==> config.mk <==
export PLATFORM = sky130hd
export DESIGN_NAME = rr_output_arbiter
export DESIGN_NICKNAME = d
export VERILOG_FILES = /design/src/rtl/rr_output_arbiter.sv
export SDC_FILE = /design/constraint.sdc
export NUM_CORES = 1
export LEC_CHECK = 0
export ABC_AREA = 1
export BUFFER_PORTS_ARGS = -buffer_cell sky130_fd_sc_hd__buf_4
export CORE_MARGIN = 8
export CORE_UTILIZATION = 52
export DETAILED_ROUTE_END_ITERATION = 8
export PLACE_DENSITY = 0.8
export SKIP_CTS_REPAIR_TIMING = 1
export SYNTH_ARGS = -nofsm -noshare
export SYNTH_HDL_FRONTEND = slang
export SYNTH_SLANG_ARGS = --single-unit
==> constraint.sdc <==
create_clock -name clk -period 9.5 [get_ports clk]
set_input_delay 1.425 -clock clk [delete_from_list [all_inputs] [get_ports clk]]
set_output_delay 1.425 -clock clk [all_outputs]
set_load 0.03 [all_outputs]
==> src/rtl/rr_output_arbiter.sv <==
// Round-robin arbiter feeding a one-entry output register for one router output port.
// Sources hand over single-flit packets on valid/ready; the register drives the downstream link.
module rr_output_arbiter #(
   parameter int DATA_W = 8,
   parameter int NUM_IN = 5,
   parameter int IDX_W  = 3
) (
   input  logic                     clk,
   input  logic                     rst,
   input  logic [NUM_IN-1:0]        req_valid,
   input  logic [NUM_IN*DATA_W-1:0] req_data,
   output logic [NUM_IN-1:0]        req_ready,
   output logic [DATA_W-1:0]        data_out,
   output logic                     valid_out,
   input  logic                     ready_in,
   output logic [IDX_W-1:0]         grant_idx,
   output logic [15:0]              stall_cnt
);

   logic [DATA_W-1:0] data_q,  data_d;
   logic              valid_q, valid_d;
   logic [IDX_W-1:0]  grant_q, grant_d;
   logic [IDX_W-1:0]  ptr_q,   ptr_d;
   logic [15:0]       stall_q, stall_d;

   logic              load_en;
   logic              win_found;
   logic [IDX_W-1:0]  win_idx;
   logic [IDX_W:0]    scan_sum;
   logic [IDX_W-1:0]  scan_idx;

   // The register may take a new flit when empty or when its current flit leaves this cycle.
   assign load_en = !rst && (!valid_q || ready_in);

   always_comb begin
      win_found = 1'b0;
      win_idx   = '0;
      scan_sum  = '0;
      scan_idx  = '0;
      req_ready = '0;
      if (load_en) begin
         for (int k = 0; k < NUM_IN; k++) begin
            scan_sum = {1'b0, ptr_q} + (IDX_W+1)'(k);
            if (scan_sum >= (IDX_W+1)'(NUM_IN)) begin
               scan_sum = scan_sum - (IDX_W+1)'(NUM_IN);
            end
            scan_idx = scan_sum[IDX_W-1:0];
            if (!win_found && req_valid[scan_idx]) begin
               win_found = 1'b1;
               win_idx   = scan_idx;
            end
         end
      end
      if (win_found) begin
         req_ready[win_idx] = 1'b1;
      end
   end

   always_comb begin
      data_d  = data_q;
      valid_d = valid_q;
      grant_d = grant_q;
      ptr_d   = ptr_q;
      stall_d = stall_q;
      if (win_found) begin
         data_d  = req_data[win_idx*DATA_W +: DATA_W];
         valid_d = 1'b1;
         grant_d = win_idx;
         ptr_d   = (win_idx == IDX_W'(NUM_IN-1)) ? '0 : win_idx + IDX_W'(1);
      end else if (valid_q && ready_in) begin
         valid_d = 1'b0;
      end
      // Count only cycles where a buffered flit is held back by the downstream.
      if (valid_q && !ready_in && (stall_q != 16'hFFFF)) begin
         stall_d = stall_q + 16'd1;
      end
   end

   always_ff @(posedge clk or posedge rst) begin
      if (rst) begin
         data_q  <= '0;
         valid_q <= 1'b0;
         grant_q <= '0;
         ptr_q   <= '0;
         stall_q <= '0;
      end else begin
         data_q  <= data_d;
         valid_q <= valid_d;
         grant_q <= grant_d;
         ptr_q   <= ptr_d;
         stall_q <= stall_d;
      end
   end

   assign data_out  = data_q;
   assign valid_out = valid_q;
   assign grant_idx = grant_q;
   assign stall_cnt = stall_q;

endmodule

Yosys cells after proc, flatten, opt, wreduce, memory -nomap -nowiden

Index checks and enable logic that the tools add are counted.

Bits in registers: 31
Output and inout port bits: 33
Word-level logic and storage cells: 91

$add $sub $neg: 11
Order comparisons: 12
Equality and inequality tests: 2
Shifts and indexed selects: 1
Mux-type cells: 42
Reduce and logical (&&, ||, !) cells: 18

Operator list:

| kind                  | count |
|---|---|
| $mux 3                | 17 |
| $shiftx 40x7->8       | 1 |
| $lt 3x4->1 const B    | 6 |
| $mux 1                | 18 |
| $add 16x1->16 const B | 1 |
| $ge 4x3->1 const B    | 4 |
| $ne 16x16->1 const B  | 1 |
| $bmux 1 s3            | 5 |
| $sub 3x3->3 const B   | 5 |
| $logic_and 1x1->1     | 9 |
| $add 3x2->4 const B   | 2 |
| $logic_not 1->1       | 7 |
| $mux 5                | 1 |
| $add 3x1->4 const B   | 1 |
| $add 3x3->4 const B   | 1 |
| $add 3x1->3 const B   | 1 |
| $demux 1 s3           | 1 |
| $eq 3x3->1 const B    | 1 |
| $ge 3x1->1 const B    | 1 |
| $ge 3x3->1 const B    | 1 |
| $reduce_bool 2->1     | 1 |
| $logic_or 1x1->1      | 1 |

Longest topological paths before layout

Depth after elaboration: 29
Gate-level depth with buffers: 26
Mapped depth without buffers: 24

Worst setup path after synthesis

No wires, ideal clock.

Path kind: flip-flop to output port
From: register ptr_q[0]
To: output port req_ready[0]
Arrival: 2985 ps
Required time: 8075 ps
Slack: 5090 ps
Stages on the path, launching flop included: 19
Path through: dfrtp_1 -> buf_6 -> inv_4 -> ha_1 -> inv_1 -> fa_1 -> inv_1 -> nand3_1 -> nand2_1 -> nand3_1 -> or2_2 -> nand2_1 -> nand4_1 -> nand2_2 -> nand3_4 -> nand2_4 -> buf_6 -> nand2_1 -> nor2_1

Cells in the longest elaborated chain, start to end: 28

RTL lines:

| item                                                                 | line | source |
|---|---|---|
| start, declared                                                      | 23   | `logic [IDX_W-1:0] ptr_q, ptr_d;` |
| start signal, assigned                                               | 90   | `ptr_q <= ptr_d;` |
| parallel branches: the longest is 27 deep, another holds $add 3x1->4 | n/a  |  |
| $mux 5 *                                                             | 54   | `if (win_found) begin` |
| end, declared                                                        | 12   | `output logic [NUM_IN-1:0] req_ready,` |

Every way passes the cells marked *. The select of a mux whose other input is x is not followed.

Worst setup path after layout

Same ends and word-level chain as after synthesis.

==> impl_summary.log <==
[metrics] cell repeated most along the worst path: sky130_fd_sc_hd__nand2_1
[metrics] overall die area: 8190 um2
[metrics] cell count after synthesis: 436
[metrics] sequence of cells on the critical path: inv_4 > ha_1 > inv_1 > fa_1 > inv_1 > nand3_1 > nand2_1 > nand3_1 > or2_2 > nand2_1 > nand4_1 > nand2_2 > nand3_4 > nand2_4 > nand2_1 > nor2_1 > buf_4
[metrics] number of buffers inserted by port buffering: 80
[metrics] final design area excluding fillers: 3610 um2
[metrics] H-tree lvl count: 2
[metrics] Fill cells: 481
[metrics] met2 demand-to-capacity share in global routing: 32.9%
[metrics] Tightest Pin Transition: 0.620 ns
[metrics] final count of negative-setup-slack endpoints: 0
[metrics] Post-Syn Area: 2890 um2
[metrics] Min-Delay Path Class: reg -> reg
[metrics] wire length of the first global-routing pass: 13.8 mm
[metrics] clock insertion delay at the later pin of the skew report: 0.28 ns
[metrics] Yosys warning total: 0
[metrics] syn avg cell area: 6.62 um2
[metrics] routing usage on met3: 4.82%
[metrics] Vert. Die Dim: 90.5 um
[metrics] launching point of the worst reg2reg path: ptr_q[0]
[metrics] final antenna-violating net count: 0
[metrics] crit path time final: 5.17 ns
[metrics] hold-critical path depth: 2
[metrics] post-CTS clock slew at the launch and capture registers of the worst setup and hold paths: 0.06 ns
[metrics] fraction of final layout cells sized beyond drive strength 1: 26.1%
[metrics] site row count: 27
[metrics] number of buffers and inverters on the critical path: 4
[metrics] final std cells w/o fill: 589
[metrics] CTS Root Buffer Type: sky130_fd_sc_hd__clkbuf_8
[metrics] post-synthesis to final-layout area growth: 25.2%
[metrics] Starting Density: 53.1%
[metrics] core area: 5440 um2
[metrics] total track usage: 19.8%
[metrics] number of sinks on the clock net: 31
[metrics] number of antenna violations at the first check in global routing: 0
[metrics] capture instance of the worst register-to-register path: ptr_q[2]
[metrics] worst stage delay on the critical path: 0.57 ns
[metrics] most congested layer reported by global routing: met2
[metrics] antenna cell count: 0
[metrics] via density per instance: 5.22
[metrics] Worst Hold Launch: grant_idx[0]
[metrics] summed negative setup slack over all endpoints: 0 ns
[metrics] layout net count: 577
[metrics] clock buffer depth: 2
[metrics] DR iter-0 viols: 158
[metrics] Global Route met1 Usage: 23.7%
[metrics] achievable frequency: 0.194 GHz
[metrics] Critical Path Sink Type: output port
[metrics] Slew Limit Fails: 0
[metrics] flip-flop and latch count after synthesis: 31
[metrics] worst hold slack after final layout: 0.503 ns
[metrics] final hold violations: 0
[metrics] routed len/inst: 13.8 um
[metrics] number of maximum-capacitance violations: 0
[metrics] detailed-placement wirelength estimate: 6.48 mm
[metrics] main flop type after synthesis: sky130_fd_sc_hd__dfrtp_1
[metrics] Num CTS Buffers: 5
[metrics] Detailed Routing Iterations Pass 1: 5
[metrics] wirelength, routed: 8.11 mm
[metrics] Horiz. Die Dim: 90.5 um
[metrics] pin count of the biggest net entering global routing: 23
[metrics] status: complete, no violations
[metrics] Seq/Total Area, Yosys: 26.9%
[metrics] sink of the worst hold path: grant_idx[0]
[metrics] Worst slew margin: 58.6%
[metrics] placed inst area: 3530 um2
[metrics] routability congestion estimate: 0.921
[metrics] grt total ovfl: 0
[metrics] async set or reset register ratio after synthesis: 100%
[metrics] count of cell types in the netlist: 40
[metrics] worst clock skew on the final layout: 0.00919 ns
[metrics] CP max stage cell: sky130_fd_sc_hd__dfrtp_1
[metrics] data required time at the worst endpoint: 8.08 ns
[metrics] number of placed instances, taps included: 582
[metrics] path depth of the worst reg2reg path: 20
[metrics] number of synthesized flops with an enable pin: 0
[metrics] clock tree from TritonCTS: built
[metrics] syn nets: 496
[metrics] Vias: 3073
[metrics] number of global-route vias before repair: 3072
[metrics] Top-Level Pins: 81
[metrics] maximum net fanout on the critical path: 22
[metrics] Setup crit start kind: flip-flop
[metrics] arrival time of the worst setup path: 3.74 ns
[metrics] remaining design rule violation count: 0
[metrics] RSZ-0062 raised after global routing: false
[metrics] gate family responsible for the most delay along the worst path: simple AND/OR/NAND/NOR gates
[metrics] Worst Setup Path Type: reg -> out
[metrics] portion of the clock cycle consumed by the worst path in the final layout: 54.4%
[metrics] worst-case register-to-register setup slack: 5.57 ns
-- per-layer routing --
metal  wire (um)  vias to the layer above
met3         575                       22
met5           0                        -
met1        3540                     1384
li1            -                     1551
met2        3800                      116
met4         204                        0
-- synthesized netlist by cell type (3+ instances only) --
cell | number | area share (%)
sky130_fd_sc_hd__nand3_2 | 4 | 1.4
sky130_fd_sc_hd__dfrtp_1 | 31 | 27
sky130_fd_sc_hd__nand3_1 | 71 | 12
sky130_fd_sc_hd__inv_1 | 49 | 6.4
sky130_fd_sc_hd__xnor2_1 | 6 | 1.8
sky130_fd_sc_hd__xor2_1 | 9 | 2.7
sky130_fd_sc_hd__nand3_4 | 3 | 1.8
sky130_fd_sc_hd__ha_1 | 11 | 4.8
sky130_fd_sc_hd__nand4_1 | 6 | 1.3
sky130_fd_sc_hd__nand2_4 | 5 | 2.0
sky130_fd_sc_hd__nand3b_1 | 11 | 2.9
sky130_fd_sc_hd__buf_6 | 3 | 1.2
sky130_fd_sc_hd__o21ai_1 | 6 | 1.0
sky130_fd_sc_hd__nor2_1 | 47 | 6.1
sky130_fd_sc_hd__a21oi_1 | 5 | 0.87
sky130_fd_sc_hd__inv_2 | 12 | 1.6
sky130_fd_sc_hd__nand2_2 | 14 | 3.0
sky130_fd_sc_hd__nand2_1 | 115 | 15
-- state kept, by name, summed over array words and instances, names as in the netlist --
register	flops
stall_cnt	16
data_out	8
valid_out	1
grant_idx	3
ptr_q	3
-- cell families after synthesis --
family / after synthesis / share of synthesized area (%)
and+or+nand+nor: 287 / 48.5
adders and majority gates: 12 / 5.46
DFF: 31 / 26.9
AOI/OAI and AO/OA: 21 / 4.34
xor gates and xnor gates: 15 / 4.55
buffers and inverters: 70 / 10.3
-- metrics by stage --
| stage | setup WS [ns] | util, % |
|---|---|---|
| floorplan | 5.09 | - |
| global placement | 4.81 | 64.8 |
| detailed placement | 4.67 | 64.8 |
| CTS | 4.37 | 66.4 |
| global route | 4.02 | 66.4 |
| finish | 4.33 | 66.4 |
-- worst reg2reg max path, cell delays in order, from the launching register on --
cell                      delay, ns
sky130_fd_sc_hd__dfrtp_1       0.57
sky130_fd_sc_hd__inv_4         0.22
sky130_fd_sc_hd__ha_1          0.18
sky130_fd_sc_hd__inv_1         0.06
sky130_fd_sc_hd__fa_1          0.40
sky130_fd_sc_hd__inv_1         0.11
sky130_fd_sc_hd__nand3_1       0.16
sky130_fd_sc_hd__nand2_1       0.17
sky130_fd_sc_hd__nand3_1       0.10
sky130_fd_sc_hd__or2_2         0.28
sky130_fd_sc_hd__nand2_1       0.10
sky130_fd_sc_hd__nand4_1       0.11
sky130_fd_sc_hd__nand2_2       0.12
sky130_fd_sc_hd__nand3_4       0.19
sky130_fd_sc_hd__nand2_4       0.31
sky130_fd_sc_hd__inv_1         0.11
sky130_fd_sc_hd__ha_1          0.24
sky130_fd_sc_hd__a21oi_1       0.17
sky130_fd_sc_hd__o31ai_1       0.09
sky130_fd_sc_hd__o21ai_1       0.08
sky130_fd_sc_hd__inv_1         0.05
-- placed cells by master, fill, tap and decap left out --
| cell | instances |
|---|---|
| sky130_fd_sc_hd__nand3_2 | 4 |
| sky130_fd_sc_hd__nand2_4 | 5 |
| sky130_fd_sc_hd__o22ai_1 | 1 |
| sky130_fd_sc_hd__nand3b_1 | 11 |
| sky130_fd_sc_hd__fa_1 | 1 |
| sky130_fd_sc_hd__nor4_1 | 2 |
| sky130_fd_sc_hd__nor2_1 | 47 |
| sky130_fd_sc_hd__o211ai_1 | 1 |
| sky130_fd_sc_hd__or2_1 | 1 |
| sky130_fd_sc_hd__clkbuf_8 | 6 |
| sky130_fd_sc_hd__dfrtp_1 | 31 |
| sky130_fd_sc_hd__nand2b_1 | 1 |
| sky130_fd_sc_hd__nor3_1 | 1 |
| sky130_fd_sc_hd__nand2_2 | 14 |
| sky130_fd_sc_hd__nor2_4 | 1 |
| sky130_fd_sc_hd__nor2_2 | 2 |
| sky130_fd_sc_hd__nand4_1 | 6 |
| sky130_fd_sc_hd__o21ai_2 | 1 |
| sky130_fd_sc_hd__buf_4 | 81 |
| sky130_fd_sc_hd__nand2_1 | 115 |
| sky130_fd_sc_hd__nand3_1 | 71 |
| sky130_fd_sc_hd__clkinv_2 | 1 |
| sky130_fd_sc_hd__xnor2_1 | 6 |
| sky130_fd_sc_hd__o21ai_0 | 2 |
| sky130_fd_sc_hd__a21oi_1 | 5 |
| sky130_fd_sc_hd__nand4_2 | 1 |
| sky130_fd_sc_hd__o21bai_1 | 1 |
| sky130_fd_sc_hd__inv_4 | 1 |
| sky130_fd_sc_hd__nand3_4 | 3 |
| sky130_fd_sc_hd__ha_1 | 11 |
| sky130_fd_sc_hd__inv_1 | 49 |
| sky130_fd_sc_hd__o21ai_1 | 6 |
| sky130_fd_sc_hd__or2_2 | 2 |
| sky130_fd_sc_hd__a21oi_2 | 1 |
| sky130_fd_sc_hd__a31oi_1 | 1 |
| sky130_fd_sc_hd__inv_2 | 12 |
| sky130_fd_sc_hd__o31ai_1 | 1 |
| sky130_fd_sc_hd__clkinv_1 | 1 |
| sky130_fd_sc_hd__xor2_1 | 9 |
| sky130_fd_sc_hd__o21a_1 | 1 |
-- final cells by class --
| type | count | area [um2] | share of cell area [%] |
|---|---|---|---|
| Clock buffer | 6 | 82.6 | 2.29 |
| Clock inverter | 1 | 5.00 | 0.139 |
| Inverter | 63 | 239 | 6.61 |
| Multi-Input combinational cell | 335 | 1810 | 50.2 |
| Sequential cell | 31 | 776 | 21.5 |
| Tap cell | 72 | 90.1 | 2.49 |
| Timing Repair Buffer | 81 | 608 | 16.8 |
-- how the worst max path moves through the flow --
| stage | end | from | slack [ns] | cells after the start |
|---|---|---|---|---|
| finish | req_ready[0] | ptr_q[0] | 4.33 | 17 |
| global route | req_ready[0] | ptr_q[0] | 4.02 | 20 |
| CTS | req_ready[0] | ptr_q[0] | 4.37 | 17 |
| detailed placement | req_ready[0] | ptr_q[0] | 4.67 | 17 |
| global placement | req_ready[0] | ptr_q[0] | 4.81 | 17 |
| floorplan | req_ready[0] | ptr_q[0] | 5.09 | 18 |
Power is not shown: default switching activity piles up to over one toggle a cycle in this logic, so the estimate is an artifact.
